--- src/rtl/lu_pkg.sv ---
// Shared definitions for the logic-unit sweep checker: op codes, FSM states, table width.
// Defining LU_SWEEP_RSVD_EN extends the sweep to include the reserved op 3'b111.
package lu_pkg;

    localparam logic [2:0] LU_NOT  = 3'd0;
    localparam logic [2:0] LU_AND  = 3'd1;
    localparam logic [2:0] LU_NAND = 3'd2;
    localparam logic [2:0] LU_OR   = 3'd3;
    localparam logic [2:0] LU_NOR  = 3'd4;
    localparam logic [2:0] LU_XOR  = 3'd5;
    localparam logic [2:0] LU_XNOR = 3'd6;
    localparam logic [2:0] LU_RSVD = 3'd7;

    localparam int TT_W = 4;

`ifdef LU_SWEEP_RSVD_EN
    localparam logic [2:0]  LU_LAST_OP   = LU_RSVD;
    localparam logic [15:0] LU_PASS_BITS = 16'hFFFF;
`else
    localparam logic [2:0]  LU_LAST_OP   = LU_XNOR;
    localparam logic [15:0] LU_PASS_BITS = 16'h3FFF;
`endif

    typedef enum logic [2:0] {
        ST_IDLE,
        ST_HOLD,
        ST_SAMPLE,
        ST_REPORT,
        ST_FINISH
    } state_t;

endpackage

--- src/rtl/lu_golden.sv ---
// Expected 4-entry truth table of the logic unit for a given (op, negate_b) pair.
// Bit idx of tt is the result for {a,b} = idx.
module lu_golden
    import lu_pkg::*;
(
    input  logic [2:0]      op,
    input  logic            neg,
    output logic [TT_W-1:0] tt
);

    logic [1:0] ix;
    logic       a;
    logic       bn;

    always_comb begin
        tt = '0;
        ix = '0;
        a  = 1'b0;
        bn = 1'b0;
        for (int i = 0; i < TT_W; i++) begin
            ix = 2'(i);
            a  = ix[1];
            bn = ix[0] ^ neg;
            case (op)
                LU_NOT:  tt[i] = ~a;
                LU_AND:  tt[i] = a & bn;
                LU_NAND: tt[i] = ~(a & bn);
                LU_OR:   tt[i] = a | bn;
                LU_NOR:  tt[i] = ~(a | bn);
                LU_XOR:  tt[i] = a ^ bn;
                LU_XNOR: tt[i] = ~(a ^ bn);
                default: tt[i] = 1'b0;
            endcase
        end
    end

endmodule

--- config.mk ---
export PLATFORM = sky130hd
export DESIGN_NAME = lu_golden
export DESIGN_NICKNAME = d
export VERILOG_FILES = /design/src/rtl/lu_pkg.sv /design/src/rtl/lu_golden.sv
export SDC_FILE = /design/constraint.sdc
export NUM_CORES = 1
export LEC_CHECK = 0
export CORE_AREA = 5 5 42 44
export DETAILED_ROUTE_END_ITERATION = 7
export DIE_AREA = 0 0 47 49
export GPL_TIMING_DRIVEN = 1
export PLACE_DENSITY = 0.39
export SETUP_SLACK_MARGIN = 0.05
export SYNTH_ARGS = -nofsm -noshare
export SYNTH_HDL_FRONTEND = slang
export SYNTH_SLANG_ARGS = --single-unit
export TNS_END_PERCENT = 100
--- constraint.sdc ---
create_clock -name vclk -period 0.8
set_input_delay 0.16 -clock vclk [all_inputs]
set_output_delay 0.16 -clock vclk [all_outputs]
set_load 0.03 [all_outputs]
; ---- After elaboration in Yosys (flattened, before gate mapping)
; Cells that the tools add are included.
[word_totals]
regBits = 0
word_cells = 17
[op_classes]
n_eq_ne = 6
n_mux = 4
bitwise_logic = 1
reduce_logical = 6
[op_table]
columns = op, n
row1 = $pmux W1 S3, 4
row2 = $reduce_or A2 Y1, 5
row3 = $eq A3 B3 Y1 const B, 3
row4 = $eq A3 B2 Y1 const B, 2
row5 = $eq A3 B1 Y1 const B, 1
row6 = $logic_not A3 Y1, 1
row7 = $not A1 Y1, 1

; ---- Longest topological paths before layout
; Gate-level depths: netlist of run 1.
[logic_depth]
word_depth = 3
depth_mapped = 3
ltp_nobuf = 3

; ---- Least setup slack after synthesis of run 1
; OpenSTA, ideal clock, no wires.
[synth_timing]
path_type = input-to-output
startpoint = in op[1]
endpoint = out tt[1]
t_arrival_ns = 0.906
required_ns = 0.640
setup_slack_ns = -0.266
cell_stages = 3
path_buffers = 0
cell_sequence = and2b_2 nor2_2 a21oi_1
[synth_between]
elab_chain_len = 3
elab_cells_between_ends = 10
[synth_lines]
columns = item, line
row1 = start: declaration, lu_golden.sv:6  ; input logic [2:0] op,
row2 = $eq A3 B3 Y1 (tied with other cells), lu_golden.sv:24  ; case (op)
row3 = $reduce_or A2 Y1 (no source line), n/a
row4 = $pmux W1 S3 *, lu_golden.sv:24
row5 = end: declaration, lu_golden.sv:8  ; output logic [TT_W-1:0] tt
; Every way passes the cells marked *; elsewhere a longest branch is shown, timed or not.

; ---- Worst setup path after layout of run 1
[layout_timing]
startpoint = in op[0]
endpoint = out tt[2]
[layout_between]
elab_chain_len = 3
elab_cells_between_ends = 8
[layout_lines]
columns = item, line
row1 = $eq A3 B3 Y1 (tied with other cells), lu_golden.sv:24
row2 = $reduce_or A2 Y1 (no source line), n/a
row3 = $pmux W1 S3 *, lu_golden.sv:24
; Marks and branches as above.

==> impl_metrics.py, run 1 <==
metrics = {
    "outcome": {
        "run_status": "complete, but fails checks",
        "violations": "setup timing",
    },
    "routing": {
        "wl_per_cell_um": 11.8,
        "drc": 0,
        "drt_iter0_drc": 0,
        "vias": 193,
        "routed_via_density": 3.78,
        "dr.pass1.iters": 1,
        "wl_um": 602,
        "ant_nets": 0,
    },
    "final_layout": {
        "seq_cell_count": 0,
        "layout_commonest_cell": "buf_6",
        "fillers": 165,
        "diodes": 0,
        "seqCellArea_um2": 0,
        "fin_nets": 41,
        "drive_above_1_share_pct": 94.3,
        "final_cell_mix": "11 x buf_6, 4 x nor2_4, 3 x nor2b_4, 3 x buf_4",
        "post_layout_nonfiller_instances": 51,
        "multiInputGateArea_um2": 223,
        "syn_to_final_growth_pct": 252,
        "final_util_pct": 29.6,
        "nClkBuffers": 0,
    },
    "place": {
        "port_buffers": 8,
        "place_ws_ps": -1060,
        "dp_cells": 51,
        "gp_congestion": 0.598,
    },
    "setup_path": {
        "cp_common_cell": "buf_6",
        "crit_type": "in -> out",
        "worst_setup_path_end_kind": "primary output",
        "critPathBufInv": 3,
        "crit_slowest_cell": "nor3_4",
        "crit_path_start_kind": "primary input",
        "cp.depth": 6,
        "cp_cell_sequence": "buf_6 > buf_6 > nor2b_4 > nor2_4 > nor3_4 > buf_6",
        "cp_slowest_stage_delay_ps": 190,
        "crit_family": "simple AND/OR/NAND/NOR gates",
        "critPathRequiredTime_ps": 640,
        "arrival_ps": 950,
        "critPathMaxFanout": 5,
    },
    "global_route": {
        "grt.total_usage_pct": 5.83,
        "grt_max_degree": 7,
        "antenna_found_initial": 0,
        "grt_pass1_vias": 219,
        "grt_overflow": 0,
        "grt_first_pass_wirelength_mm": 1.03,
    },
    "yosys": {
        "synth_nets": 22,
        "syn_avg_cell_area_um2": 6.53,
        "synthMuxAreaShare_pct": 0,
        "ys_types": 11,
        "synth_seq_area_share_pct": 0,
        "synthAdderAreaFrac_pct": 0,
        "netlist_area_um2": 118,
        "synth_compound_gate_area_share_pct": 31.9,
        "ys_warn_count": 0,
        "synth_top_family_by_area": "simple AND/OR/NAND/NOR gates",
        "synth-simple-area-share_pct": 68.1,
        "syn_inst": 18,
        "synth-xor-area-share_pct": 0,
    },
    "timing": {
        "setup_viol": 4,
        "max_slew.worst_pin.slew_ps": 229,
        "setup_ws_ps": -307,
        "relSlewSlack_pct": 84.7,
        "clock.fmax_mhz": 903,
        "period_share_pct": 138,
        "fin_crit_ps": 1110,
        "rsz0062_at_grt": "true",
        "slew_violations": 0,
        "hold_violations": 0,
    },
    "min_path": {
        "hold_class": "in -> out",
        "hold_depth": 4,
    },
    "floorplan": {
        "pin_count": 8,
        "die_area_um2": 2300,
        "row_count": 14,
        "die_h_um": 49,
        "initial_core_util_pct": 8.39,
        "coreArea_um2": 1400,
        "die_x_um": 47,
    },
    "job": {
        "maxCapViolCount": 0,
    },
    "power_and_ir_drop": {
        "ir_worst_vdd_uv": 195,
        "power.total_mw": 0.290,
        "power_density_nw_per_um2": 701,
        "p_leak_nw": 0.171,
    },
    "clocking": {
        "postCtsHoldBufs": 0,
    },
}
[cells in the mapped netlist]
| master | number | area, µm² |
|---|---|---|
| nor2b_1 | 3 | 18.8 |
| a211oi_1 | 2 | 15.0 |
| a21oi_1 | 2 | 10.0 |
| nor2_1 | 2 | 7.51 |
| nor2_2 | 2 | 12.5 |
| nor3_2 | 2 | 20.0 |
| and2b_2 | 1 | 8.76 |
| nand2_1 | 1 | 3.75 |
| nand2b_2 | 1 | 8.76 |
| o21ai_0 | 1 | 5.00 |
| o21bai_1 | 1 | 7.51 |
[per-layer routing]
| metal | vias up | GRT usage [%] | routed length [µm] |
|---|---|---|---|
| li1 | 97 | - | - |
| met1 | 92 | 6.99 | 212 |
| met2 | 4 | 11.1 | 359 |
| met3 | 0 | 0.738 | 30 |
| met4 | 0 | 0 | 0 |
| met5 | - | 0 | 0 |
[where the power goes]
part           leakage (nW)  internal (mW)  switching [mW]
logic                 0.171          0.147           0.143
registers                 0              0               0
clock network             0              0               0
total                 0.171          0.147           0.143
[metrics by stage]
step,cell area (µm²),hold WS (ps),setup TNS [ps]
4_1_cts,410,748,-1040
3_3_place_gp,298,1140,-3520
6_report,414,742,-1040
5_1_grt,414,778,-1160
2_1_floorplan,138,416,-395
3_5_place_dp,298,1170,-3510
[final timing paths]
kind / start / to / slack [ps]
setup / recovery: op[0] / tt[2] / -310
hold / removal: neg / tt[1] / 740
[layout make-up]
class,instances,area share (%)
Tap cell,16,4.83
Timing Repair Buffer,17,41.4
Multi-Input combinational cell,18,53.8
[logic make-up (layout without fill, tap and decap cells)]
group                  Yosys count  count (layout)
and+or+nand+nor                 12              12
AOI/OAI and AO/OA                6               6
buffers and inverters            0              17
[repair_timing]
| item | 4_1_cts | 5_1_grt |
|---|---|---|
| pin swaps | 8 | 0 |
| setup buffers | 2 | 0 |
| setup endpoints to repair | 4 | 4 |
| resized for setup | 54 | 1 |
Note: power is estimated with default switching activity, not from simulation.
==> run 2: changes to the inputs <==
Clock period 0.8 ns to 1.3 ns, I/O delays scaled along.
==> run 2 against run 1 <==
The flow now finishes without violations; hold slack better by 120 ps; combinational power decreased by 60%; final cell count fell by 16%; design area shrank 38%; first-iteration DRC count is 1 higher; sequential share of layout area unchanged; count of clock-buffer cells in the layout unchanged; flip-flop and latch count stayed put; routed wire length decreased by 24%; via count down 15%; non-clock buffer count shrank 8; die area unchanged; critical path type unchanged; critical endpoint is now tt[3]; largest power group unchanged.
==> impl_metrics.py, run 2 (same netlist as run 1, synthesis figures left out) <==
metrics = {
    "final_layout": {
        "drive_above_1_share_pct": 85.2,
        "seq_cell_count": 0,
        "seqCellArea_um2": 0,
        "fin_nets": 33,
        "fillers": 170,
        "nClkBuffers": 0,
        "syn_to_final_growth_pct": 118,
        "layout_commonest_cell": "buf_4",
        "diodes": 0,
        "multiInputGateArea_um2": 160,
        "final_cell_mix": "6 x buf_4, 3 x nor2b_2",
    },
    "clocking": {
        "postCtsHoldBufs": 0,
    },
    "min_path": {
        "hold_class": "in -> out",
    },
    "place": {
        "place_ws_ps": -426,
        "place_hpwl_um": 343,
        "gp_congestion": 0.621,
        "port_buffers": 8,
    },
    "setup_path": {
        "critPathBufInv": 2,
        "critPathMaxFanout": 6,
        "critPathRequiredTime_ps": 1040,
        "crit_family": "simple AND/OR/NAND/NOR gates",
        "crit_type": "in -> out",
        "worst_setup_path_end_kind": "primary output",
        "crit_slowest_cell": "and2b_2",
        "cp_slowest_stage_delay_ps": 230,
        "cp_common_cell": "buf_4",
        "cp_cell_sequence": "buf_4 > and2b_2 > nor2_4 > nor3_2 > buf_4",
        "crit_path_start_kind": "primary input",
        "arrival_ps": 980,
    },
    "routing": {
        "dr.pass1.iters": 2,
        "vias": 165,
        "drc": 0,
        "routed_via_density": 3.84,
        "drt_iter0_drc": 1,
        "wl_um": 459,
        "wl_per_cell_um": 10.7,
        "ant_nets": 0,
    },
    "power_and_ir_drop": {
        "power_density_nw_per_um2": 449,
        "seq_power_share_pct": 0,
        "ir_worst_vdd_uv": 78.0,
        "p_leak_nw": 0.0995,
        "p_clk_share_pct": 0,
        "p_sw_share_pct": 56.2,
        "power.total_mw": 0.115,
        "power.switching_mw": 0.0648,
        "internal_power_mw": 0.0505,
        "power_frac_comb_pct": 100.0,
    },
    "global_route": {
        "gr-max-usage-layer": "met2",
        "grt_pass1_vias": 172,
        "grt_overflow": 0,
        "grt_max_degree": 9,
        "met3_usage_pct": 0,
        "antenna_found_initial": 0,
        "grt_first_pass_wirelength_um": 765,
        "grt.total_usage_pct": 4.07,
        "use_met2_pct": 7.01,
        "grtUsageMet1_pct": 5.87,
    },
    "outcome": {
        "run_status": "complete, no violations",
    },
    "timing": {
        "relSlewSlack_pct": 86.1,
        "setup_viol": 0,
        "hold_violations": 0,
        "fin_tns_setup_ps": 0,
        "clock.fmax_mhz": 805,
        "period_share_pct": 95.5,
        "max_slew.worst_pin.slew_ps": 206,
        "setup_ws_ps": 58.5,
        "fin_crit_ps": 1240,
        "rsz0062_at_grt": "true",
        "slew_violations": 0,
    },
    "floorplan": {
        "row_count": 14,
        "die_area_um2": 2300,
        "initial_core_util_pct": 8.39,
        "pin_count": 8,
        "coreArea_um2": 1400,
        "die_x_um": 47,
        "die_h_um": 49,
    },
    "job": {
        "maxCapViolCount": 0,
    },
}
run 2: cell count changes in the layout (fill, tap and decap cells not counted), sizes merged:
cell  change
buf       -8
run 2: path summary, 6_finish.rpt:
check,start,endpoint,slack [ps],cells after the start
worst max-delay path,op[0],tt[3],60,5
worst min-delay path,op[0],tt[1],870,3
run 2: through the flow:
stage	hold slack (ps)	util (%)	instances	cell area, µm²
floorplan	616	-	18	125
global placement	1340	15.9	43	223
CTS	861	17.4	43	244
detailed placement	1360	15.9	43	223
finish	866	18.3	43	256
global route	889	18.3	43	256
run 2: power by group through the flow:
| stage | registers, mW | clock network, mW | logic [mW] |
|---|---|---|---|
| 2_1_floorplan | 0 | 0 | 0.0564 |
| 3_3_place_gp | 0 | 0 | 0.101 |
| 3_5_place_dp | 0 | 0 | 0.102 |
| 4_1_cts | 0 | 0 | 0.111 |
| 5_1_grt | 0 | 0 | 0.124 |
| 6_report | 0 | 0 | 0.115 |
run 2: final cells by class:
| type | count | share of cell area (%) |
|---|---|---|
| tap | 16 | 7.80 |
| multi-input combinational | 18 | 62.4 |
| timing repair buffer | 9 | 29.8 |
run 2: per-layer routing:
layer / vias up / wire length [µm]
met4: 0 / 0
li1: 82 / -
met1: 77 / 209
met3: 0 / 30
met2: 6 / 219
met5: - / 0
run 2: repair_timing:
action / CTS / global route
gates resized for setup: 29 / 4
pin swaps: 6 / 0
setup endpoints to repair: 4 / 3
setup buffers: 0 / 0
==> run 3: changes to the inputs <==
Clock period 1.3 ns to 1.4 ns, I/O delays scaled along.
==> run 3 against run 2 <==
Sequential share of layout area unchanged; first-iteration DRC count did not move; non-clock buffer count is 1 higher; core utilization is 2.2 points lower; global-route usage down 0.56 points; combinational power shrank 19%; design area decreased by 12%; count of clock-buffer cells in the layout is the same; power down 19%; hold slack improved by 78 ps; worst setup slack better by 41 ps; largest cell class unchanged; highest routed layer unchanged.
==> impl_metrics.py, run 3 (same netlist as run 1, synthesis figures left out) <==
metrics = {
    "routing": {
        "drc": 0,
        "wl_per_cell_um": 9.00,
        "dr.pass1.iters": 3,
        "ant_nets": 0,
        "routed_via_density": 3.70,
        "wl_um": 396,
        "drt_iter0_drc": 1,
        "vias": 163,
    },
    "global_route": {
        "gr-max-usage-layer": "met2",
        "met3_usage_pct": 1.48,
        "grt_first_pass_wirelength_um": 676,
        "grt.total_usage_pct": 3.51,
        "grtUsageMet1_pct": 4.35,
        "use_met2_pct": 5.88,
        "grt_pass1_vias": 170,
        "grt_overflow": 0,
        "grt_max_degree": 8,
        "antenna_found_initial": 0,
    },
    "floorplan": {
        "pin_count": 8,
        "die_h_um": 49,
        "row_count": 14,
        "coreArea_um2": 1400,
        "die_area_um2": 2300,
        "initial_core_util_pct": 8.39,
        "die_x_um": 47,
    },
    "outcome": {
        "run_status": "complete, no violations",
    },
    "final_layout": {
        "final_util_pct": 16.1,
        "fin_nets": 34,
        "final_cell_mix": "6 x buf_4, 4 x buf_2",
        "nClkBuffers": 0,
        "seqCellArea_um2": 0,
        "seq_cell_count": 0,
        "drive_above_1_share_pct": 71.4,
        "layout_commonest_cell": "buf_4",
        "post_layout_nonfiller_instances": 44,
        "diodes": 0,
        "syn_to_final_growth_pct": 91.5,
        "fillers": 174,
    },
    "setup_path": {
        "critPathRequiredTime_ps": 1120,
        "worst_setup_path_end_kind": "primary output",
        "arrival_ps": 1020,
        "crit_path_start_kind": "primary input",
        "critPathMaxFanout": 5,
        "crit_type": "in -> out",
    },
    "timing": {
        "slew_violations": 0,
        "relSlewSlack_pct": 83.5,
        "clock.fmax_mhz": 769,
        "period_share_pct": 92.9,
        "fin_crit_ps": 1300,
        "hold_violations": 0,
        "max_slew.worst_pin.slew_ps": 247,
        "setup_viol": 0,
        "rsz0062_at_grt": "true",
    },
    "power_and_ir_drop": {
        "internal_power_mw": 0.0389,
        "p_sw_share_pct": 58.5,
        "power_density_nw_per_um2": 415,
        "ir_worst_vdd_uv": 60.0,
        "power_frac_comb_pct": 100.0,
        "p_clk_share_pct": 0,
        "seq_power_share_pct": 0,
        "p_leak_nw": 0.0941,
        "power.switching_mw": 0.0547,
        "power.total_mw": 0.0935,
    },
    "min_path": {
        "hold_class": "in -> out",
    },
    "place": {
        "port_buffers": 8,
        "dp_cells": 44,
        "gp_congestion": 0.658,
        "place_hpwl_um": 311,
    },
    "job": {
        "maxCapViolCount": 0,
    },
}
run 3: changes by cell type in the layout (fill, tap and decap cells not counted), sizes merged:
| cell | change |
|---|---|
| buf | +1 |
run 3: worst max-delay path, cell delays in order:
cell and delay (ps):
buf_2 120, and2b_2 250, nor2_4 50, nor3_2 140, buf_4 180
run 3: power by group through the flow:
stage | combinational (mW) | clock, mW | sequential (mW)
3_3_place_gp | 0.0936 | 0 | 0
4_1_cts | 0.0944 | 0 | 0
6_report | 0.0935 | 0 | 0
5_1_grt | 0.102 | 0 | 0
3_5_place_dp | 0.0929 | 0 | 0
2_1_floorplan | 0.0497 | 0 | 0
run 3: what timing repair did:
action | CTS | global route
hold buffers | 0 | 0
setup buffers | 0 | 0
gates resized for setup | 19 | 4
pin swaps | 0 | 2
setup endpoints to repair | 4 | 3
gates cloned | 0 | 0
run 3: per-stage QoR:
stage	hold WS, ps	worst slack, ps	setup TNS, ps	area, µm²
floorplan	739	94.3	0	118
finish	944	99.2	0	225
detailed placement	1400	-356	-1330	223
global placement	1400	-357	-1350	223
CTS	937	69.9	0	226
global route	969	39.9	0	225
run 3: area by class of cell:
type	instances	area [µm²]	area share (%)
Multi-Input combinational cell	18	140	62.2
Timing Repair Buffer	10	65.1	28.9
Tap cell	16	20.0	8.89
run 3: worst paths after layout:
path,slack (ps),start,cells past startpoint,end
max,100,op[1],5,tt[2]
min,940,op[0],3,tt[1]
run 3: routing by layer:
metal / vias to the layer above / routed length [µm]
li1: 84 / -
met1: 73 / 144
met2: 6 / 181
met3: 0 / 70
met4: 0 / 0
met5: - / 0
